$ cat src/rtl/riscv_imem_sequencer_pkg.sv
// Shared types and constants for the instruction-memory sequencer.
package riscv_imem_sequencer_pkg;

   localparam int unsigned UPG_ADDR_W  = 14;
   localparam int unsigned XLEN        = 32;
   localparam int unsigned LOAD_CNT_W  = UPG_ADDR_W + 1;
   localparam int unsigned HOLD_CNT_W  = 8;
   localparam logic [XLEN-1:0] IMEM_NOP = 32'h0000_0013;

   typedef enum logic [1:0] {
      IMEM_SEQ_RUN     = 2'd0,
      IMEM_SEQ_LOAD    = 2'd1,
      IMEM_SEQ_RELEASE = 2'd2
   } imem_seq_state_e;

   // One access on the RAM port
   typedef struct packed {
      logic                  en;
      logic                  we;
      logic [UPG_ADDR_W-1:0] addr;
      logic [XLEN-1:0]       wdata;
   } imem_port_t;

endpackage

$ cat src/rtl/riscv_imem_sequencer_if.sv
// Bundles the programmer, fetch and RAM-port signals around the sequencer.
interface riscv_imem_sequencer_if;
   import riscv_imem_sequencer_pkg::*;

   logic                  upg_rst_i;
   logic                  upg_wen_i;
   logic [UPG_ADDR_W-1:0] upg_adr_i;
   logic [XLEN-1:0]       upg_dat_i;
   logic                  upg_done_i;
   logic                  if_req;
   logic [XLEN-1:0]       if_addr;
   logic [XLEN-1:0]       if_inst;
   logic                  if_valid;
   logic                  if_fault;
   logic                  mem_en;
   logic                  mem_we;
   logic [UPG_ADDR_W-1:0] mem_addr;
   logic [XLEN-1:0]       mem_wdata;
   logic [XLEN-1:0]       mem_rdata;
   logic                  cpu_hold;
   logic [LOAD_CNT_W-1:0] load_words;
   logic                  load_err;

   // master: the sequencer itself; slave: the surrounding fetch/programmer/RAM
   modport master (
      input  upg_rst_i, upg_wen_i, upg_adr_i, upg_dat_i, upg_done_i,
      input  if_req, if_addr, mem_rdata,
      output if_inst, if_valid, if_fault,
      output mem_en, mem_we, mem_addr, mem_wdata,
      output cpu_hold, load_words, load_err
   );

   modport slave (
      output upg_rst_i, upg_wen_i, upg_adr_i, upg_dat_i, upg_done_i,
      output if_req, if_addr, mem_rdata,
      input  if_inst, if_valid, if_fault,
      input  mem_en, mem_we, mem_addr, mem_wdata,
      input  cpu_hold, load_words, load_err
   );

endinterface

$ cat src/rtl/riscv_imem_hold_timer.sv
// Loadable down-counter; done_c is high in the last counted cycle (count == 1).
module riscv_imem_hold_timer #(
   parameter int unsigned WIDTH = 8
) (
   input  logic             clk,
   input  logic             rst,
   input  logic             start,
   input  logic [WIDTH-1:0] load_val,
   output logic             done_c
);

   logic [WIDTH-1:0] cnt_q;

   always_ff @(posedge clk or negedge rst) begin
      if (!rst) begin
         cnt_q <= '0;
      end else if (start) begin
         cnt_q <= load_val;
      end else if (cnt_q != '0) begin
         cnt_q <= cnt_q - WIDTH'(1);
      end
   end

   assign done_c = (cnt_q == WIDTH'(1));

endmodule

$ cat src/rtl/riscv_imem_sequencer.sv
// Instruction RAM port owner: fetch in RUN, UART programmer in LOAD, timed core release.
// Build option RISCV_IMEM_BOOT_LOAD_EN: boot into LOAD with the core held.
module riscv_imem_sequencer
   import riscv_imem_sequencer_pkg::*;
#(
   parameter int unsigned DEPTH_WORDS = 16384,
   parameter int unsigned HOLD_CYCLES = 4
) (
   input  logic                   clk,
   input  logic                   rst,
   riscv_imem_sequencer_if.master bus
);

   localparam logic [LOAD_CNT_W-1:0] LOAD_MAX   = LOAD_CNT_W'(1 << UPG_ADDR_W);
   localparam logic [LOAD_CNT_W-1:0] WR_LIMIT   = LOAD_CNT_W'(DEPTH_WORDS);
   localparam logic [XLEN-3:0]       FETCH_LIM  = (XLEN-2)'(DEPTH_WORDS);
   localparam logic [HOLD_CNT_W-1:0] HOLD_VAL   = HOLD_CNT_W'(HOLD_CYCLES);

`ifdef RISCV_IMEM_BOOT_LOAD_EN
   localparam imem_seq_state_e BOOT_STATE = IMEM_SEQ_LOAD;
   localparam logic            BOOT_HOLD  = 1'b1;
`else
   localparam imem_seq_state_e BOOT_STATE = IMEM_SEQ_RUN;
   localparam logic            BOOT_HOLD  = 1'b0;
`endif

   imem_seq_state_e       state_q, state_d;
   imem_port_t            port_c;
   logic                  fetch_go_c, fetch_ok_c, wr_ok_c;
   logic                  timer_start_c, timer_done_c;
   logic                  valid_q, fault_q, hold_q, err_q;
   logic [LOAD_CNT_W-1:0] words_q;

   // A programmer start in the same cycle preempts a fetch
   assign fetch_go_c    = (state_q == IMEM_SEQ_RUN) && bus.if_req && bus.upg_rst_i;
   assign fetch_ok_c    = (bus.if_addr[1:0] == 2'b00) && (bus.if_addr[XLEN-1:2] < FETCH_LIM);
   assign wr_ok_c       = ({1'b0, bus.upg_adr_i} < WR_LIMIT);
   assign timer_start_c = (state_q == IMEM_SEQ_LOAD) && bus.upg_done_i;

   riscv_imem_hold_timer #(.WIDTH(HOLD_CNT_W)) u_hold_timer (
      .clk      (clk),
      .rst      (rst),
      .start    (timer_start_c),
      .load_val (HOLD_VAL),
      .done_c   (timer_done_c)
   );

   always_ff @(posedge clk or negedge rst) begin
      if (!rst) begin
         state_q <= BOOT_STATE;
      end else begin
         state_q <= state_d;
      end
   end

   always_comb begin
      state_d = state_q;
      unique case (state_q)
         IMEM_SEQ_RUN: begin
            if (!bus.upg_rst_i) state_d = IMEM_SEQ_LOAD;
         end
         IMEM_SEQ_LOAD: begin
            if (bus.upg_done_i) state_d = IMEM_SEQ_RELEASE;
         end
         IMEM_SEQ_RELEASE: begin
            if (!bus.upg_rst_i && !bus.upg_done_i) state_d = IMEM_SEQ_LOAD;
            else if (timer_done_c)                 state_d = IMEM_SEQ_RUN;
         end
         default: state_d = IMEM_SEQ_RUN;
      endcase
   end

   // RAM port mux; RELEASE leaves the port idle
   always_comb begin
      port_c = '0;
      unique case (state_q)
         IMEM_SEQ_RUN: begin
            port_c.en   = fetch_go_c && fetch_ok_c;
            port_c.addr = bus.if_addr[UPG_ADDR_W+1:2];
         end
         IMEM_SEQ_LOAD: begin
            port_c.en    = bus.upg_wen_i && wr_ok_c;
            port_c.we    = bus.upg_wen_i && wr_ok_c;
            port_c.addr  = bus.upg_adr_i;
            port_c.wdata = bus.upg_dat_i;
         end
         default: port_c = '0;
      endcase
   end

   assign bus.mem_en    = port_c.en;
   assign bus.mem_we    = port_c.we;
   assign bus.mem_addr  = port_c.addr;
   assign bus.mem_wdata = port_c.wdata;

   always_ff @(posedge clk or negedge rst) begin
      if (!rst) begin
         valid_q <= 1'b0;
         fault_q <= 1'b0;
         hold_q  <= BOOT_HOLD;
      end else begin
         valid_q <= fetch_go_c;
         fault_q <= fetch_go_c && !fetch_ok_c;
         hold_q  <= (state_d != IMEM_SEQ_RUN);
      end
   end

   // Session statistics, cleared on every entry into LOAD
   always_ff @(posedge clk or negedge rst) begin
      if (!rst) begin
         words_q <= '0;
         err_q   <= 1'b0;
      end else if ((state_q != IMEM_SEQ_LOAD) && (state_d == IMEM_SEQ_LOAD)) begin
         words_q <= '0;
         err_q   <= 1'b0;
      end else if ((state_q == IMEM_SEQ_LOAD) && bus.upg_wen_i) begin
         if (!wr_ok_c)               err_q   <= 1'b1;
         else if (words_q != LOAD_MAX) words_q <= words_q + LOAD_CNT_W'(1);
      end
   end

   assign bus.if_valid   = valid_q;
   assign bus.if_fault   = fault_q;
   assign bus.if_inst    = !valid_q ? '0 : (fault_q ? IMEM_NOP : bus.mem_rdata);
   assign bus.cpu_hold   = hold_q;
   assign bus.load_words = words_q;
   assign bus.load_err   = err_q;

endmodule
$ cat src/flat_wrapper.sv
// flat-port wrapper written by rule: the top's interface ports become plain ports
module riscv_imem_sequencer_flat import riscv_imem_sequencer_pkg::*;
#(
   parameter int unsigned DEPTH_WORDS = 16384,
   parameter int unsigned HOLD_CYCLES = 4
)
  (clk, rst, bus_upg_rst_i, bus_upg_wen_i, bus_upg_adr_i, bus_upg_dat_i, bus_upg_done_i, bus_if_req, bus_if_addr, bus_mem_rdata, bus_if_inst, bus_if_valid, bus_if_fault, bus_mem_en, bus_mem_we, bus_mem_addr, bus_mem_wdata, bus_cpu_hold, bus_load_words, bus_load_err);
  riscv_imem_sequencer_if bus_i ();
  input  logic clk;
  input  logic rst;
  input wire logic [$bits(bus_i.upg_rst_i)-1:0] bus_upg_rst_i;
  input wire logic [$bits(bus_i.upg_wen_i)-1:0] bus_upg_wen_i;
  input wire logic [$bits(bus_i.upg_adr_i)-1:0] bus_upg_adr_i;
  input wire logic [$bits(bus_i.upg_dat_i)-1:0] bus_upg_dat_i;
  input wire logic [$bits(bus_i.upg_done_i)-1:0] bus_upg_done_i;
  input wire logic [$bits(bus_i.if_req)-1:0] bus_if_req;
  input wire logic [$bits(bus_i.if_addr)-1:0] bus_if_addr;
  input wire logic [$bits(bus_i.mem_rdata)-1:0] bus_mem_rdata;
  output wire logic [$bits(bus_i.if_inst)-1:0] bus_if_inst;
  output wire logic [$bits(bus_i.if_valid)-1:0] bus_if_valid;
  output wire logic [$bits(bus_i.if_fault)-1:0] bus_if_fault;
  output wire logic [$bits(bus_i.mem_en)-1:0] bus_mem_en;
  output wire logic [$bits(bus_i.mem_we)-1:0] bus_mem_we;
  output wire logic [$bits(bus_i.mem_addr)-1:0] bus_mem_addr;
  output wire logic [$bits(bus_i.mem_wdata)-1:0] bus_mem_wdata;
  output wire logic [$bits(bus_i.cpu_hold)-1:0] bus_cpu_hold;
  output wire logic [$bits(bus_i.load_words)-1:0] bus_load_words;
  output wire logic [$bits(bus_i.load_err)-1:0] bus_load_err;
  assign bus_i.upg_rst_i = bus_upg_rst_i;
  assign bus_i.upg_wen_i = bus_upg_wen_i;
  assign bus_i.upg_adr_i = bus_upg_adr_i;
  assign bus_i.upg_dat_i = bus_upg_dat_i;
  assign bus_i.upg_done_i = bus_upg_done_i;
  assign bus_i.if_req = bus_if_req;
  assign bus_i.if_addr = bus_if_addr;
  assign bus_i.mem_rdata = bus_mem_rdata;
  assign bus_if_inst = bus_i.if_inst;
  assign bus_if_valid = bus_i.if_valid;
  assign bus_if_fault = bus_i.if_fault;
  assign bus_mem_en = bus_i.mem_en;
  assign bus_mem_we = bus_i.mem_we;
  assign bus_mem_addr = bus_i.mem_addr;
  assign bus_mem_wdata = bus_i.mem_wdata;
  assign bus_cpu_hold = bus_i.cpu_hold;
  assign bus_load_words = bus_i.load_words;
  assign bus_load_err = bus_i.load_err;
  riscv_imem_sequencer #(.DEPTH_WORDS(DEPTH_WORDS), .HOLD_CYCLES(HOLD_CYCLES)) u_core (.clk(clk), .rst(rst), .bus(bus_i));
endmodule
$ cat config.mk
export PLATFORM = sky130hd
export DESIGN_NAME = riscv_imem_sequencer_flat
export DESIGN_NICKNAME = d
export VERILOG_FILES = /design/src/rtl/riscv_imem_sequencer_pkg.sv /design/src/rtl/riscv_imem_sequencer_if.sv /design/src/rtl/riscv_imem_hold_timer.sv /design/src/rtl/riscv_imem_sequencer.sv /design/src/flat_wrapper.sv
export SDC_FILE = /design/constraint.sdc
export NUM_CORES = 1
export LEC_CHECK = 0
export BUFFER_PORTS_ARGS = -buffer_cell sky130_fd_sc_hd__buf_2
export CORE_ASPECT_RATIO = 0.8
export CORE_UTILIZATION = 34
export CTS_CLUSTER_SIZE = 16
export DETAILED_ROUTE_END_ITERATION = 12
export GPL_TIMING_DRIVEN = 0
export PLACE_DENSITY = 0.86
export SLEW_MARGIN = 5
export SYNTH_ARGS = -nofsm -noshare
export SYNTH_HDL_FRONTEND = slang
export SYNTH_SLANG_ARGS = --single-unit
$ cat constraint.sdc
create_clock -name clk -period 1.5 [get_ports clk]
set_input_delay 0.3 -clock clk [delete_from_list [all_inputs] [get_ports clk]]
set_output_delay 0.3 -clock clk [all_outputs]
set_load 0.02 [all_outputs]
# After elaboration in Yosys (flattened, before gate mapping)
# Index checks and enable logic that the tools add are counted.
[totals] reg_bits=28 input_bits=116 output_inout_bits=99 word_cells=51
[op_classes] addsub=2 magnitude_cmp=1 eq_ne=6 n_mux=16 reduce_logical=20
[op_table] operator="32-bit 2-to-1 mux" count=3
[op_table] operator="15-bit 2-to-1 mux" count=3
[op_table] operator="30-bit by 15-bit < comparator with 1-bit output, second input constant" count=1
[op_table] operator="14-bit case mux with 2 select lines" count=1
[op_table] operator="8-bit 2-to-1 mux" count=2
[op_table] operator="15-bit by 1-bit adder with 15-bit output, second input constant" count=1
[op_table] operator="15-bit != test, second input constant" count=1
[op_table] operator="1-bit logical AND" count=9
[op_table] operator="8-bit by 1-bit equality test with 1-bit output, second input constant" count=1
[op_table] operator="2-bit 2-to-1 mux" count=4
[op_table] operator="2-bit nonzero test" count=4
[op_table] operator="8-bit nonzero test" count=1
[op_table] operator="8-bit by 1-bit subtractor with 8-bit output, second input constant" count=1
[op_table] operator="2-bit case mux with 3 select lines" count=1
[op_table] operator="2-bit by 1-bit equality test with 1-bit output, second input constant" count=2
[op_table] operator="2-bit logical NOT" count=2
[op_table] operator="1-bit logical NOT" count=3
[op_table] operator="2-bit equality test, second input constant" count=1
[op_table] operator="2-bit by 1-bit != test with 1-bit output, second input constant" count=1
[op_table] operator="1-bit case mux with 2 select lines" count=1
[op_table] operator="2-bit AND reduction" count=1
[op_table] operator="1-bit 2-to-1 mux" count=1

# Logic depth before layout (Yosys ltp)
[depth] depth_word=8 mapped_depth=7 mapped_depth_nobuf=6

# By module
# From an unflattened synthesis, not the netlist that was laid out.
[unflattened] hier_cells=284 area_unflattened_um2=2337.2
[by_module_without_submodules] mod="riscv_imem_sequencer" n_inst=1 cells_each=223 area_each_um2=1796.7 seq_area_each_um2=500.5
[by_module_without_submodules] mod="riscv_imem_hold_timer" n_inst=1 cells_each=61 area_each_um2=540.5 seq_area_each_um2=200.2

# Least setup slack after synthesis
# Ideal clock, no wire load.
[synth_timing] path_kind="reg2reg" from="register u_core.words_q[0] (netlist: u_core.bus.load_words[0])" to="register u_core.words_q[4] (netlist: u_core.bus.load_words[4])" setup_time_ns=0.079 arrival_ns=1.773 required_ns=1.421 path_slack_ns=-0.352 stages_incl_launch_ff=8 n_path_buf=1 period_less_slack_ns=1.852 path_cell_list="dfrtp_1 > inv_1 > ha_1 > nor2b_1 > and4_1 > buf_6 > or4_1 > a21oi_1"
[synth_between] elab_chain_cells=4 word_cells_on_any_way=7 classes_between="1 x add/sub; 1 x eq/ne; 3 x mux; 2 x reduce/logical"
[synth_rtl] item="from (decl)" line_no="riscv_imem_sequencer.sv:32" rtl="logic [LOAD_CNT_W-1:0] words_q;"
[synth_rtl] item="from (signal assigned)" line_no="riscv_imem_sequencer.sv:118" rtl="else if (words_q != LOAD_MAX) words_q <= words_q + LOAD_CNT_W'(1);"
[synth_rtl] item="15-bit by 1-bit adder with 15-bit output" line_no="riscv_imem_sequencer.sv:118"
[synth_rtl] item="15-bit 2-to-1 mux" line_no="riscv_imem_sequencer.sv:118"
[synth_rtl] item="15-bit 2-to-1 mux" line_no="riscv_imem_sequencer.sv:116" rtl="end else if ((state_q == IMEM_SEQ_LOAD) && bus.upg_wen_i) begin"
[synth_rtl] item="15-bit 2-to-1 mux" line_no="riscv_imem_sequencer.sv:113" rtl="end else if ((state_q != IMEM_SEQ_LOAD) && (state_d == IMEM_SEQ_LOAD)) begin"
# Several ways; a longest one is shown, not always the timed one. The select of a mux whose other input is x is not followed.
# A chain may end at the register's enable or synchronous reset.

# Worst setup path in the final report
[layout_timing] from="register u_core.state_q[1]" to="output bus_mem_en"
[layout_between] elab_chain_cells=5 word_cells_on_any_way=6 classes_between="1 x eq/ne; 1 x mux; 4 x reduce/logical"
[layout_rtl] item="from (decl)" line_no="riscv_imem_sequencer.sv:27" rtl="imem_seq_state_e state_q, state_d;"
[layout_rtl] item="from (signal assigned)" line_no="riscv_imem_sequencer.sv:52" rtl="state_q <= state_d;"
[layout_rtl] item="2-bit logical NOT" line_no="riscv_imem_sequencer.sv:35" rtl="assign fetch_go_c = (state_q == IMEM_SEQ_RUN) && bus.if_req && bus.upg_rst_i;"
[layout_rtl] item="1-bit logical AND (2 in series)" line_no="riscv_imem_sequencer.sv:35"
[layout_rtl] item="net u_core.fetch_go_c" line_no="riscv_imem_sequencer.sv:29" rtl="logic fetch_go_c, fetch_ok_c, wr_ok_c;"
[layout_rtl] item="1-bit logical AND" line_no="riscv_imem_sequencer.sv:78" rtl="port_c.en = fetch_go_c && fetch_ok_c;"
[layout_rtl] item="1-bit case mux with 2 select lines" line_no="riscv_imem_sequencer.sv:76" rtl="unique case (state_q)"
[layout_rtl] item="to (decl)" line_no="flat_wrapper.sv:22" rtl="output wire logic [$bits(bus_i.mem_en)-1:0] bus_mem_en;"
# The timed path passes the listed nets, and every way through them passes these cells.

==> impl_metrics.ini <==
[run_status]
status = complete, but fails checks
violations = setup timing

[setup_path]
critPathBufInv = 2
worstPathCellList = buf_12 > nor4bb_4 > a21o_1 > buf_6
max_stage_delay_ns = 0.47
endpoint_kind = output pin
crit_path_max_fanout = 5
required_ns = 1.20
cp-start-kind = flop
path_class = flop to output pin
slowest_stage = dfrtp_2
critPathTopFamily = flip-flops
cp_data_arrival_time_ns = 1.47

[global_routing]
grt-ovfl-total = 0
grt_pass1_vias = 3151
grt_max_degree = 29
track_usage_pct = 29.7
grt_pass1_wl_mm = 16.0
antenna_found_initial = 0

[clock_network]
cts_htree_levels = 1
clkLatencyLatePin_ns = 0.28
path_clk_slew_ns = 0.10
cts_tree = yes
clk_path_buf_depth = 2
cts_made_buffers = 3
cts_root_buffer = clkbuf_8
clock_sinks = 28

[floorplan]
dieArea_um2 = 7030
die_h_um = 75.2
die_width_um = 93.5
initial_core_util_pct = 35.4
io_pins = 215
rows = 26
core-area_um2 = 6440

[timing]
final.setup.worst_slack_ns = -0.273
clock-skew-final_ns = 0.00528
period_needed_ns = 1.77
holdWs_ns = 0.0224
min_period_over_period_pct = 118
setup_viol = 97
relSlewSlack_pct = 57.2
fmax_mhz = 564
final_max_slew_viol_count = 0
rsz0062_at_grt = true
finalHoldViolCount = 0
max_slew.worst_pin.slew_ns = 0.642

[synthesis]
ys_ff_latch = 28
synth_area_leaders = dfrtp_1, and2_1, mux2i_1
syn_nets = 391
avgSynthCellArea_um2 = 8.44
synth_edf_count = 0
synthesis.area_um2 = 2280
synth_warnings = 0
yosys.area.top_type = dfrtp_1
ys_types = 45
synthCells = 270
synth_flop_cell = dfrtp_1
synth_seq_area_share_pct = 30.8
synth_top_area_share_pct = 30.8
async_flop_share_pct = 100

[routing]
drtAntennaViolNets = 0
viasPerCell = 5.35
routedWlPerCell_um = 19.4
drt-initial-drc-count = 212
vias = 3403
drc = 0
drt_first_pass_iters = 5
drt-total-wl_mm = 12.3

[placement]
io_buffers = 213
pre_cts_ws_ns = -0.362
dp.cells = 567
gp_congestion = 0.863
dpl.hpwl_mm = 6.97

[final_layout]
syn_to_final_growth_pct = 131
utilization_pct = 81.7
nets = 674
drive_above_1_share_pct = 77.5
stdcell_count = 636
insertedDiodeCount = 0

[pwr]
power.density_nw_per_um2 = 1490
peakVddDrop_mv = 0.958
cellLeakagePower_nw = 2.69

[hold_path]
min-delay-path-class = input pin to async pin

[job]
maxCapViolations = 0
## logic make-up (layout without fill, tap and decap cells)
| family | after synthesis | in the layout | share of synthesized area, % |
|---|---|---|---|
| buffers and inverters | 22 | 304 | 4.83 |
| XOR/XNOR | 7 | 7 | 2.69 |
| flip-flops | 28 | 28 | 30.8 |
| AND/OR/NAND/NOR | 155 | 155 | 39.3 |
| other | 1 | 1 | 0.165 |
| AO/OA/AOI/OAI | 33 | 33 | 11.1 |
| multiplexers | 19 | 19 | 8.40 |
| adder cells (fa/ha/maj) | 5 | 5 | 2.75 |
## per-layer routing
layer | part of all wire (%) | global-route usage, %
met5 | 0 | 0
met4 | 2.9 | 11.1
met3 | 9.7 | 6.36
met2 | 53 | 56.5
met1 | 34 | 33.0
## state kept, by name (all words and copies together) (netlist names)
register	cells
u_core.bus.cpu_hold	1
u_core.bus.if_fault	1
u_core.bus.if_valid	1
u_core.bus.load_words	15
u_core.state_q	2
u_core.u_hold_timer.cnt_q	8
## synthesized netlist by cell type, types with 3 or more instances
| cell type | n |
|---|---|
| o31ai_1 | 6 |
| nor2b_1 | 4 |
| nor2_1 | 27 |
| o21ai_0 | 3 |
| or4_1 | 5 |
| a211oi_1 | 3 |
| nor4_1 | 9 |
| buf_4 | 3 |
| dfrtp_1 | 28 |
| and2_1 | 63 |
| inv_1 | 7 |
| xnor2_1 | 7 |
| o21a_1 | 3 |
| ha_1 | 5 |
| clkbuf_1 | 9 |
| mux2i_1 | 18 |
| nand2_1 | 14 |
| a21oi_1 | 4 |
| or2_2 | 3 |
| nand3_1 | 12 |
## final timing paths
check	start	to	slack (ns)	depth (start not counted)
max	u_core.state_q[1]	bus_mem_en	-0.27	4
min	rst	u_core.bus.load_words[1]	0.02	1
max reg2reg	u_core.bus.load_words[0]	u_core.bus.load_words[7]	-0.19	7
min reg2reg	u_core.u_hold_timer.cnt_q[2]	u_core.u_hold_timer.cnt_q[2]	0.54	1
max in group asynchronous	rst	u_core.u_hold_timer.cnt_q[0]	1.01	1
min in group clk	bus_upg_done_i	u_core.state_q[0]	0.32	2
## area by class of cell
class,count,area [µm²]
Clock inverter,1,30.0
Sequential cell,28,722
Multi-Input combinational cell,220,1990
Buffer,12,174
Inverter,7,26.3
Fill cell,365,1180
Clock buffer,3,41.3
Tap cell,84,105
Timing Repair Buffer,281,2180
## report_power, final
part,switching (mW),total [mW],internal [mW]
clock network,0.254,0.612,0.358
registers,0.223,1.16,0.940
logic,2.82,6.05,3.23
total,3.30,7.83,4.53
## worst reg2reg max path: cells and delay by family (launching register included)
| kind | cells | cell delay, ns |
|---|---|---|
| buffers and inverters | 2 | 0.18 |
| adder cells (fa/ha/maj) | 1 | 0.15 |
| flip-flops | 1 | 0.40 |
| AND/OR/NAND/NOR | 3 | 0.74 |
| AO/OA/AOI/OAI | 1 | 0.15 |
## stage by stage
stage / total power [mW] / instance area, µm² / setup TNS [ns]
finish: 7.83 / 5260 / -17.73
CTS: 6.64 / 4820 / -14.68
floorplan: 3.28 / 2360 / -0.843
global placement: 4.21 / 3530 / -10.21
detailed placement: 4.30 / 3530 / -11.26
global route: 8.14 / 5260 / -21.47
## placed cells by master, fill, tap and decap left out, types with 4 or more instances in the layout
cell | Yosys | routed
and2_4 | 0 | 62
buf_12 | 0 | 4
buf_2 | 1 | 140
buf_4 | 3 | 56
buf_6 | 2 | 79
buf_8 | 0 | 8
clkbuf_16 | 0 | 4
clkbuf_8 | 0 | 4
dfrtp_1 | 28 | 11
dfrtp_2 | 0 | 17
inv_2 | 0 | 5
mux2i_1 | 18 | 17
nand2_1 | 14 | 12
nand3_1 | 12 | 10
nor2_1 | 27 | 27
nor4_4 | 1 | 7
xnor2_1 | 7 | 6
## timing repair
action | CTS | global route
endpoints found under the hold margin | 0 | 0
hold buffers | 0 | 0
pin swaps | 51 | 33
setup endpoints to repair | 100 | 104
gates cloned | 5 | 4
setup buffers | 40 | 19
resized for setup | 263 | 61
No activity file was read; power rests on OpenSTA's default activity.
